--- src/rtl/alu_pkg.sv ---
// Shared definitions for the UART <-> ALU glue logic and its bench.
// Contents: default data/opcode widths, the ALU opcode values, and the state
// encoding of the uart_alu_interface FSM.
package alu_pkg;

    localparam int DEF_NB_DATA = 8;
    localparam int DEF_NB_OP   = 6;

    localparam logic [DEF_NB_OP-1:0] OP_ADD = 6'b100000;
    localparam logic [DEF_NB_OP-1:0] OP_SUB = 6'b100010;
    localparam logic [DEF_NB_OP-1:0] OP_AND = 6'b100100;
    localparam logic [DEF_NB_OP-1:0] OP_OR  = 6'b100101;
    localparam logic [DEF_NB_OP-1:0] OP_XOR = 6'b100110;
    localparam logic [DEF_NB_OP-1:0] OP_NOR = 6'b100111;
    localparam logic [DEF_NB_OP-1:0] OP_SRA = 6'b000011;
    localparam logic [DEF_NB_OP-1:0] OP_SRL = 6'b000010;

    typedef enum logic [2:0] {
        ST_WAIT_A  = 3'd0,
        ST_WAIT_B  = 3'd1,
        ST_WAIT_OP = 3'd2,
        ST_EXEC    = 3'd3,
        ST_SEND    = 3'd4,
        ST_WAIT_TX = 3'd5,
        ST_SEND_ST = 3'd6,
        ST_WAIT_ST = 3'd7
    } state_t;

endpackage

--- src/rtl/uart_alu_interface.sv ---
// Glue FSM between UART RX/TX and the combinational 8-bit ALU.
// Collects operand A, operand B and the opcode from RX, lets the ALU settle
// for one cycle, captures result (and flags), and hands the result byte to TX
// with a start/done handshake.
//
// Optional feature macro: UART_ALU_STATUS_BYTE_EN
//   defined   -> a second byte {0.., carry, zero} follows every result byte.
//   undefined -> one result byte per transaction.
//
// Ports:
//   i_clk, i_rst_n           clock, async active-low reset
//   i_rx_data, i_rx_done     RX byte and its one-cycle strobe
//   i_tx_done                TX finished current byte (one-cycle strobe)
//   i_alu_result/carry/zero  ALU outputs
//   o_data_a/o_data_b/o_op   registered ALU inputs
//   o_tx_data, o_tx_start    TX byte and start pulse
//   o_busy                   high while a result is being computed/sent
//   o_rx_overrun             sticky: an RX byte was dropped while busy
//
// state      | meaning
// WAIT_A     | idle, waiting for operand A
// WAIT_B     | waiting for operand B
// WAIT_OP    | waiting for opcode
// EXEC       | ALU inputs settled, capture result
// SEND       | o_tx_start high for result byte
// WAIT_TX    | waiting for TX to finish result byte
// SEND_ST    | o_tx_start high for status byte (feature only)
// WAIT_ST    | waiting for TX to finish status byte (feature only)
module uart_alu_interface
    import alu_pkg::*;
#(
    parameter int NB_DATA = DEF_NB_DATA,
    parameter int NB_OP   = DEF_NB_OP
) (
    input  logic               i_clk,
    input  logic               i_rst_n,
    input  logic [NB_DATA-1:0] i_rx_data,
    input  logic               i_rx_done,
    input  logic               i_tx_done,
    input  logic [NB_DATA-1:0] i_alu_result,
    input  logic               i_alu_carry,
    input  logic               i_alu_zero,
    output logic [NB_DATA-1:0] o_data_a,
    output logic [NB_DATA-1:0] o_data_b,
    output logic [NB_OP-1:0]   o_op,
    output logic [NB_DATA-1:0] o_tx_data,
    output logic               o_tx_start,
    output logic               o_busy,
    output logic               o_rx_overrun
);

    state_t state;

`ifdef UART_ALU_STATUS_BYTE_EN
    logic carry_q;
    logic zero_q;
`else
    // Flags are only needed for the status byte.
    logic flags_unused;
    assign flags_unused = i_alu_carry | i_alu_zero;
`endif

    always_ff @(posedge i_clk or negedge i_rst_n) begin
        if (!i_rst_n) begin
            state        <= ST_WAIT_A;
            o_data_a     <= '0;
            o_data_b     <= '0;
            o_op         <= '0;
            o_tx_data    <= '0;
            o_tx_start   <= 1'b0;
            o_busy       <= 1'b0;
            o_rx_overrun <= 1'b0;
`ifdef UART_ALU_STATUS_BYTE_EN
            carry_q      <= 1'b0;
            zero_q       <= 1'b0;
`endif
        end else begin
            o_tx_start <= 1'b0;
            case (state)
                ST_WAIT_A: begin
                    if (i_rx_done) begin
                        o_data_a <= i_rx_data;
                        state    <= ST_WAIT_B;
                    end
                end
                ST_WAIT_B: begin
                    if (i_rx_done) begin
                        o_data_b <= i_rx_data;
                        state    <= ST_WAIT_OP;
                    end
                end
                ST_WAIT_OP: begin
                    if (i_rx_done) begin
                        o_op   <= i_rx_data[NB_OP-1:0];
                        o_busy <= 1'b1;
                        state  <= ST_EXEC;
                    end
                end
                ST_EXEC: begin
                    o_tx_data  <= i_alu_result;
`ifdef UART_ALU_STATUS_BYTE_EN
                    carry_q    <= i_alu_carry;
                    zero_q     <= i_alu_zero;
`endif
                    // Start is registered, so it is raised on entry to SEND.
                    o_tx_start <= 1'b1;
                    state      <= ST_SEND;
                    if (i_rx_done) o_rx_overrun <= 1'b1;
                end
                ST_SEND: begin
                    state <= ST_WAIT_TX;
                    if (i_rx_done) o_rx_overrun <= 1'b1;
                end
`ifdef UART_ALU_STATUS_BYTE_EN
                ST_WAIT_TX: begin
                    if (i_tx_done) begin
                        o_tx_data  <= {{(NB_DATA-2){1'b0}}, carry_q, zero_q};
                        o_tx_start <= 1'b1;
                        state      <= ST_SEND_ST;
                    end
                    // Still busy with the status byte, so any RX is dropped.
                    if (i_rx_done) o_rx_overrun <= 1'b1;
                end
                ST_SEND_ST: begin
                    state <= ST_WAIT_ST;
                    if (i_rx_done) o_rx_overrun <= 1'b1;
                end
                ST_WAIT_ST: begin
`else
                ST_WAIT_TX: begin
`endif
                    if (i_tx_done) begin
                        o_busy <= 1'b0;
                        // A byte landing with the final done starts the next transaction.
                        if (i_rx_done) begin
                            o_data_a <= i_rx_data;
                            state    <= ST_WAIT_B;
                        end else begin
                            state    <= ST_WAIT_A;
                        end
                    end else if (i_rx_done) begin
                        o_rx_overrun <= 1'b1;
                    end
                end
                default: begin
                    o_busy <= 1'b0;
                    state  <= ST_WAIT_A;
                end
            endcase
        end
    end

endmodule
--- config.mk ---
export PLATFORM = sky130hd
export DESIGN_NAME = uart_alu_interface
export DESIGN_NICKNAME = d
export VERILOG_FILES = /design/src/rtl/alu_pkg.sv /design/src/rtl/uart_alu_interface.sv
export SDC_FILE = /design/constraint.sdc
export NUM_CORES = 1
export LEC_CHECK = 0
export ABC_CLOCK_PERIOD_IN_PS = 1400
export BUFFER_PORTS_ARGS = -buffer_cell sky130_fd_sc_hd__buf_2
export CAP_MARGIN = 10
export CORE_AREA = 2 2 65 67
export CTS_BUF_LIST = sky130_fd_sc_hd__clkbuf_16
export CTS_CLUSTER_SIZE = 40
export DETAILED_ROUTE_END_ITERATION = 16
export DIE_AREA = 0 0 67 69
export GPL_TIMING_DRIVEN = 1
export HOLD_SLACK_MARGIN = 0.12
export PLACE_DENSITY = 0.72
export SKIP_LAST_GASP = 1
export SYNTH_ARGS = -nofsm -noshare
export SYNTH_HDL_FRONTEND = slang
export SYNTH_SLANG_ARGS = --single-unit
--- constraint.sdc ---
create_clock -name i_clk -period 1.4 [get_ports i_clk]
set_input_delay 0.07 -clock i_clk [delete_from_list [all_inputs] [get_ports i_clk]]
set_output_delay 0.07 -clock i_clk [all_outputs]
set_load 0.05 [all_outputs]
# ---- Yosys cells after proc, flatten, opt, wreduce, memory -nomap -nowiden
# Index checks and enable logic that the tools add are counted.
dict set report totals {
  regBits 36
  wordCells 46
}
dict set report classes {
  muxes 16
  n_eq_ne 10
  bitwise 1
  reduce_logical 11
}
# op n
set op_table {}
lappend op_table {{$pmux W3 S6} 1}
lappend op_table {{$mux W8} 2}
lappend op_table {{$pmux W8 S2} 1}
lappend op_table {{$mux W3} 4}
lappend op_table {{$ne A2 B2 Y1 const B} 5}
lappend op_table {{$reduce_and A2 Y1} 4}
lappend op_table {{$eq A3 B2 Y1 const B} 2}
lappend op_table {{$eq A3 B3 Y1 const B} 2}
lappend op_table {{$mux W1} 6}
lappend op_table {{$reduce_and A4 Y1} 1}
lappend op_table {{$reduce_bool A2 Y1} 2}
lappend op_table {{$reduce_or A4 Y1} 1}
lappend op_table {{$eq A3 B1 Y1 const B} 1}
lappend op_table {{$logic_not A3 Y1} 1}
lappend op_table {{$pmux W1 S3} 1}
lappend op_table {{$reduce_and A3 Y1} 1}
lappend op_table {{$pmux W1 S2} 1}
lappend op_table {{$reduce_or A2 Y1} 1}
lappend op_table {{$not A1 Y1} 1}

# ---- Depth between registers and ports, before layout
# Gate-level depths: netlist (run 1).
dict set report depth {
  depth_word 4
  depth_mapped 6
  ltp_nobuf 3
}

# ---- Worst setup path before layout (run 1)
# No wires, ideal clock.
dict set report synth_path {
  kind {register -> register}
  start {reg state[2]}
  end {reg o_op[0]}
  required_ps 1275
  stages_incl_launch_ff 4
  n_path_buf 0
  setup_slack_ps 38
  arrival_ps 1237
  path_cell_list {dfrtp_1 nand2b_4 nor3b_4 mux2_2}
}
dict set report synth_via {
  elab_chain_len 2
}
# element line_no
set synth_lines {}
lappend synth_lines {{start, declared} uart_alu_interface.sv:52} ;# state_t state;
lappend synth_lines {{start signal, assigned} uart_alu_interface.sv:65} ;# state <= ST_WAIT_A;
lappend synth_lines {{start signal, assigned} uart_alu_interface.sv:83} ;# state <= ST_WAIT_B;
lappend synth_lines {{start signal, assigned} uart_alu_interface.sv:89} ;# state <= ST_WAIT_OP;
lappend synth_lines {{$eq A3 B2 Y1} uart_alu_interface.sv:79} ;# case (state)
lappend synth_lines {{$reduce_and A2 Y1 (no line)} --}
lappend synth_lines {{end signal, assigned} uart_alu_interface.sv:94} ;# o_op <= i_rx_data[NB_OP-1:0];
lappend synth_lines {{end, declared} uart_alu_interface.sv:45} ;# output logic [NB_OP-1:0] o_op,
# Every way passes these cells.
# A chain may end at the register's enable or synchronous reset.

# ---- Final worst setup path (run 1)
dict set report layout_path {
  start {reg state[2]}
  end {reg o_op[2]}
}
# Same word-level chain as after synthesis.

==> results of run 1 <==
registers in the layout, summed over array words and instances (netlist names):
| signal | count |
|---|---|
| o_busy | 1 |
| o_data_a | 8 |
| o_data_b | 8 |
| o_op | 6 |
| o_rx_overrun | 1 |
| o_tx_data | 8 |
| o_tx_start | 1 |
| state | 3 |
metal layers:
layer	wire, um	vias to the layer above	GRT usage, %
met2	2010	43	30.7
met1	1740	672	26.5
met4	76	0	7.94
li1	-	689	-
met3	181	7	5.06
met5	0	-	0
worst max-delay path by stage:
stage / from / endpoint / slack [ns] / depth (start not counted)
after floorplan: state[2] / o_op[0] / 0.04 / 3
after global placement: state[2] / o_data_a[6] / 0.004 / 4
after detailed placement: state[2] / o_data_a[0] / -0.03 / 4
after CTS: state[0] / o_op[2] / 0.01 / 4
after global routing: state[2] / o_data_a[0] / -0.001 / 5
final: state[2] / o_op[2] / 0.05 / 4
area by class of cell:
cell class	count	area, um^2	area share, %
clock buffer	5	125	5.08
clock inverter	3	11.3	0.458
inverter	3	11.3	0.458
multi-input combinational	92	742	30.1
sequential	36	903	36.7
tap	50	62.6	2.54
timing repair buffer	91	606	24.6
tightest hold or removal path: cells and delay by family:
family | cells | cell delay [ns]
buffers and inverters | 1 | 0.13
and+or+nand+nor | 1 | 0.13
AOI/OAI and AO/OA | 1 | 0.09
power by group:
part	leakage, nW	switching [mW]	internal, mW
clock	0.0738	0.393	0.639
combinational	0.658	2.57	1.33
sequential	0.427	0.313	1.55
timing repair:
item                       CTS  global route
gates resized for setup      2             4
pin swaps                    0             1
hold endpoints to repair    59             0
setup endpoints to repair    8            22
hold buffers                18             0
setup buffers                0             2
cell usage in the layout, fill, tap and decap left out:
cell | netlist | layout
a21o_1 | 1 | 1
a21oi_1 | 1 | 1
a221oi_1 | 8 | 8
a22o_1 | 1 | 1
and2_1 | 2 | 2
buf_2 | 3 | 52
buf_4 | 3 | 19
buf_6 | 0 | 2
clkbuf_16 | 0 | 5
clkinv_1 | 0 | 1
dfrtp_1 | 36 | 34
dfrtp_2 | 0 | 2
dlygate4sd3_1 | 0 | 18
inv_1 | 2 | 4
inv_2 | 1 | 1
mux2_2 | 22 | 22
mux2i_1 | 2 | 2
nand2_1 | 1 | 1
nand2b_1 | 13 | 12
nand2b_4 | 1 | 2
nand3b_1 | 1 | 1
nor2_1 | 10 | 9
nor2_2 | 0 | 1
nor2b_1 | 1 | 1
nor3_4 | 1 | 1
nor3b_4 | 1 | 1
o21ai_0 | 4 | 4
o22ai_1 | 8 | 8
o31ai_1 | 9 | 9
or2b_1 | 5 | 5
logic make-up (layout without fill, tap and decap cells):
group / Yosys count / in the layout / synth area share [%]
AOI/OAI and AO/OA: 32 / 32 / 13.5
muxes: 24 / 24 / 15.8
DFF: 36 / 36 / 53.1
buffers and inverters: 13 / 102 / 3.76
and+or+nand+nor: 36 / 36 / 13.9
per-stage QoR:
| stage | instance area (um^2) | instances |
|---|---|---|
| final | 2460 | 280 |
| after global routing | 2460 | 280 |
| after CTS | 2430 | 278 |
| after detailed placement | 2110 | 252 |
| after global placement | 2110 | 252 |
| after floorplan | 1700 | 141 |
==> out/metrics.cfg, run 1 <==
[worst_setup_path]
critPathBufInv = 1
start_kind = flip-flop
r2r_start = state[2]
crit_slowest_cell = dfrtp_1
required_ns = 1.56
endpoint_kind = flip-flop
cp_top_family = flip-flops
ff2ff_path_depth = 4
path_cells = nand2b_4, nor3b_4, buf_6, mux2_2
cpPeakStageDelay_ns = 0.37
worst-setup-path-type = flip-flop to flip-flop
cp_max_fo = 6
worstPathArrival_ns = 1.51
reg2reg_slack_ns = 0.05
rr_endpoint = o_op[2]

[route]
drtAntennaViolNets = 0
first_pass_iters = 4
viasPerCell = 5.04
routed_wl_mm = 4.01
vias = 1411
drt-wirelength-per-cell_um = 14.3
drt_iter0_markers = 61
drc = 0

[cts]
ctsHtreeMaxLevel = 2
cts_tree = done
cts.clk_slew.worst_paths_ns = 0.05
clock_latency_ns = 0.28
cts_sinks = 36
cts_root_buf = clkbuf_16
ctsLongestPathBuffers = 2
numCtsBuffers = 5

[global_routing]
grt_max_degree = 37
grt_pass1_wl_mm = 7.00
grt_overflow = 0
track_usage_pct = 19.9
antenna_found_initial = 0
grt_pass1_vias = 1473

[power_and_ir_drop]
power_mw = 6.81
powerDensity_mw_per_mm2 = 2770
vdd_drop_max_mv = 1.87
cellLeakagePower_nw = 1.16

[sta]
finalCriticalPeriod_ns = 1.35
finalSetupViolations = 0
slew-limit-headroom_pct = 69.8
final.period_utilization_pct = 96.5
fin_tns_setup_ns = 0
hold_slack_ns = 0.201
max_freq_ghz = 0.740
timing.final.ws_setup_ns = 0.0491
final-max-slew-violation-count = 0
hold_viol = 0
final.setup_skew_ns = 0.00162
worstMarginPinSlew_ns = 0.453

[yosys]
syn_area_mm2 = 0.00170
synth_top_area_cell = dfrtp_1
syn_nets = 163
synth_area_per_cell_um2 = 12.0
synth.distinct_cells = 26
post-synth-top-count-cell = dfrtp_1
synthTopCellsByArea = dfrtp_1 53%, mux2_2 15%, nand2b_1 4.8%
ys_seq_area_share_pct = 53.1
synthTopCellsByCount = 36 x dfrtp_1, 22 x mux2_2, 13 x nand2b_1, 10 x nor2_1, 9 x o31ai_1
ys_ff_latch = 36
synth_top_area_share_pct = 53.1
yosysWarnings = 0
ys_async_sr_fraction_pct = 100
synth_edf_count = 0
ys.flop_type = dfrtp_1
netlist_instances = 141

[placement]
place_ws_ns = -0.0281
portBuffers = 52
dpl.hpwl_mm = 2.60
finalWeightedCongestion = 0.763

[min_path]
min_from = i_tx_done
hold_path_class = input port to flip-flop
whs_path_depth = 3
min_to = state[2]

[floorplanning]
start_util_pct = 43.4
io_pins = 55
placeableCoreArea_mm2 = 0.00391
dieArea_mm2 = 0.00462
die_w_um = 67
std_cell_rows = 23
die_y_um = 69

[layout]
syn_to_final_growth_pct = 45.1
antenna_cells = 0
layout-drive-gt1-share_pct = 47.0
post-route-util_pct = 62.9
fill_cells = 317
nNetsFinal = 251

[status]
status = finished, final reports clean

[job]
cap_violations = 0

No activity file was read; power rests on OpenSTA's default activity.
==> run 2, diff against run 1 <==
--- a/config.mk
+++ b/config.mk
@@ -8,11 +8,11 @@
 export ABC_CLOCK_PERIOD_IN_PS = 1400
 export BUFFER_PORTS_ARGS = -buffer_cell sky130_fd_sc_hd__buf_2
 export CAP_MARGIN = 10
-export CORE_AREA = 2 2 65 67
+export CORE_AREA = 2 2 83 53
 export CTS_BUF_LIST = sky130_fd_sc_hd__clkbuf_16
-export CTS_CLUSTER_SIZE = 40
+export CTS_CLUSTER_SIZE = 30
 export DETAILED_ROUTE_END_ITERATION = 16
-export DIE_AREA = 0 0 67 69
+export DIE_AREA = 0 0 85 55
 export GPL_TIMING_DRIVEN = 1
 export HOLD_SLACK_MARGIN = 0.12
 export PLACE_DENSITY = 0.72
==> out/metrics.cfg, run 2 (synthesized netlist as in run 1, its figures left out) <==
[status]
status = finished with violations
failed_checks = negative setup slack

[placement]
placed_area_mm2 = 0.00208
dp.cells = 247
dpl.hpwl_mm = 2.68
finalWeightedCongestion = 0.796
portBuffers = 52
place_ws_ns = -0.100

[floorplanning]
die_y_um = 55
dieArea_mm2 = 0.00468
die_w_um = 85
std_cell_rows = 18
start_util_pct = 43.0
placeableCoreArea_mm2 = 0.00394
io_pins = 55

[route]
vias = 1425
drt-wirelength-per-cell_um = 16.5
drc = 0
first_pass_iters = 4
drt_iter0_markers = 96
viasPerCell = 5.16
routed_wl_mm = 4.56
drtAntennaViolNets = 0

[power_and_ir_drop]
powerDensity_mw_per_mm2 = 2840
clkPwrFrac_pct = 17.1
cellLeakagePower_nw = 1.22
pwr-share-comb_pct = 57.6
swShare_pct = 47.3
internal_power_mw = 3.88
p_seq_share_pct = 25.4
power.switching_mw = 3.48
vdd_drop_max_mv = 1.70

[cts]
cts.clk_slew.worst_paths_ns = 0.05
ctsLongestPathBuffers = 2
numCtsBuffers = 5
cts_root_buf = clkbuf_16
clock_latency_ns = 0.28
ctsHtreeMaxLevel = 2
cts_sinks = 36
cts_tree = done

[worst_setup_path]
cp_top_family = flip-flops
crit_slowest_cell = dfrtp_2
endpoint_kind = flip-flop
cpPeakStageDelay_ns = 0.43
worstPathArrival_ns = 1.60
path_cells = nand2b_4, nor3b_4, buf_6, mux2_4
critPathBufInv = 1
cp_max_fo = 6
worst-setup-path-type = flip-flop to flip-flop
start_kind = flip-flop
required_ns = 1.57

[layout]
antenna_cells = 0
fill_cells = 309
final_common_cell = buf_2
syn_to_final_growth_pct = 52.5
layout-drive-gt1-share_pct = 51.8
fin_cells = 276
final_cell_mix = 52 x buf_2, 34 x dfrtp_1, 17 x dlygate4sd3_1, 14 x mux2_2, 13 x buf_4
nNetsFinal = 247
design_area_mm2 = 0.00259
top_regs = o_data_a (8), o_data_b (8), o_tx_data (8)

[sta]
finalCriticalPeriod_ns = 1.44
hold_viol = 0
final.period_utilization_pct = 103
fin_tns_setup_ns = -0.165
finalSetupViolations = 6
worstMarginPinSlew_ns = 0.461
final.setup_skew_ns = 0.00408
rsz0062_at_grt = yes
max_freq_ghz = 0.696
final-max-slew-violation-count = 0
timing.final.ws_setup_ns = -0.0359
slew-limit-headroom_pct = 69.2

[global_routing]
antenna_found_initial = 0
grt_pass1_vias = 1327
track_usage_pct = 19.1
grt_pass1_wl_mm = 6.53
grt_overflow = 0
grt_max_degree = 37

[min_path]
hold_path_class = input port to flip-flop

[job]
cap_violations = 0

-- run 2: worst reg2reg max path: stages, from the launching register on --
cell      delay (ns)
dfrtp_2         0.43
nand2b_4        0.19
nor3b_4         0.21
buf_6           0.18
mux2_4          0.31
-- run 2: area by class of cell --
cell class | instances | area (um^2) | area share, %
multi-input combinational | 92 | 831 | 32.1
clock inverter | 3 | 38.8 | 1.50
timing repair buffer | 87 | 616 | 23.8
clock buffer | 5 | 125 | 4.84
sequential | 36 | 903 | 34.9
inverter | 3 | 11.3 | 0.435
tap | 50 | 62.6 | 2.42
-- run 2: repair_timing --
| action | in CTS | in global routing |
|---|---|---|
| pin swaps | 0 | 3 |
| hold endpoints to repair | 58 | 0 |
| hold buffers | 17 | 0 |
| gates cloned | 0 | 1 |
| buffers inserted | 1 | 2 |
| gates resized for setup | 4 | 25 |
| setup endpoints to repair | 17 | 29 |
-- run 2: worst paths after layout --
path	from	endpoint	slack, ns	depth (start not counted)
min in group asynchronous	i_rst_n	o_data_a[6]	0.37	3
worst max-delay path	state[2]	o_op[3]	-0.04	4
worst max register to register	state[2]	o_op[3]	-0.04	4
worst min-delay path	i_tx_done	state[2]	0.18	3
worst min register to register	o_tx_data[6]	o_tx_data[6]	0.50	1
max in group asynchronous	i_rst_n	state[0]	0.69	3
-- run 2: power by group through the flow --
stage | Combinational, mW | Sequential [mW] | Clock [mW]
global placement | 3.72 | 1.86 | 0
CTS | 3.86 | 1.86 | 1.26
global route | 4.44 | 1.94 | 1.31
detailed placement | 3.78 | 1.87 | 0
finish | 4.24 | 1.87 | 1.26
floorplan | 1.23 | 3.46 | 0
-- run 2: metal layers --
metal / track usage, % / up-vias / wire, um
met5: 0 / - / 0
met4: 10.1 / 0 / 71
met3: 4.75 / 7 / 203
met2: 28.8 / 36 / 2080
met1: 26.1 / 701 / 2200
li1: - / 681 / -
-- run 2: stage by stage --
| stage | power (mW) | hold slack, ns | util, % |
|---|---|---|---|
| 2_1_floorplan | 4.70 | -0.226 | - |
| 3_3_place_gp | 5.58 | 0.135 | 52.9 |
| 3_5_place_dp | 5.64 | 0.137 | 52.9 |
| 4_1_cts | 6.99 | 0.127 | 61.8 |
| 5_1_grt | 7.69 | 0.186 | 65.7 |
| 6_report | 7.36 | 0.176 | 65.7 |
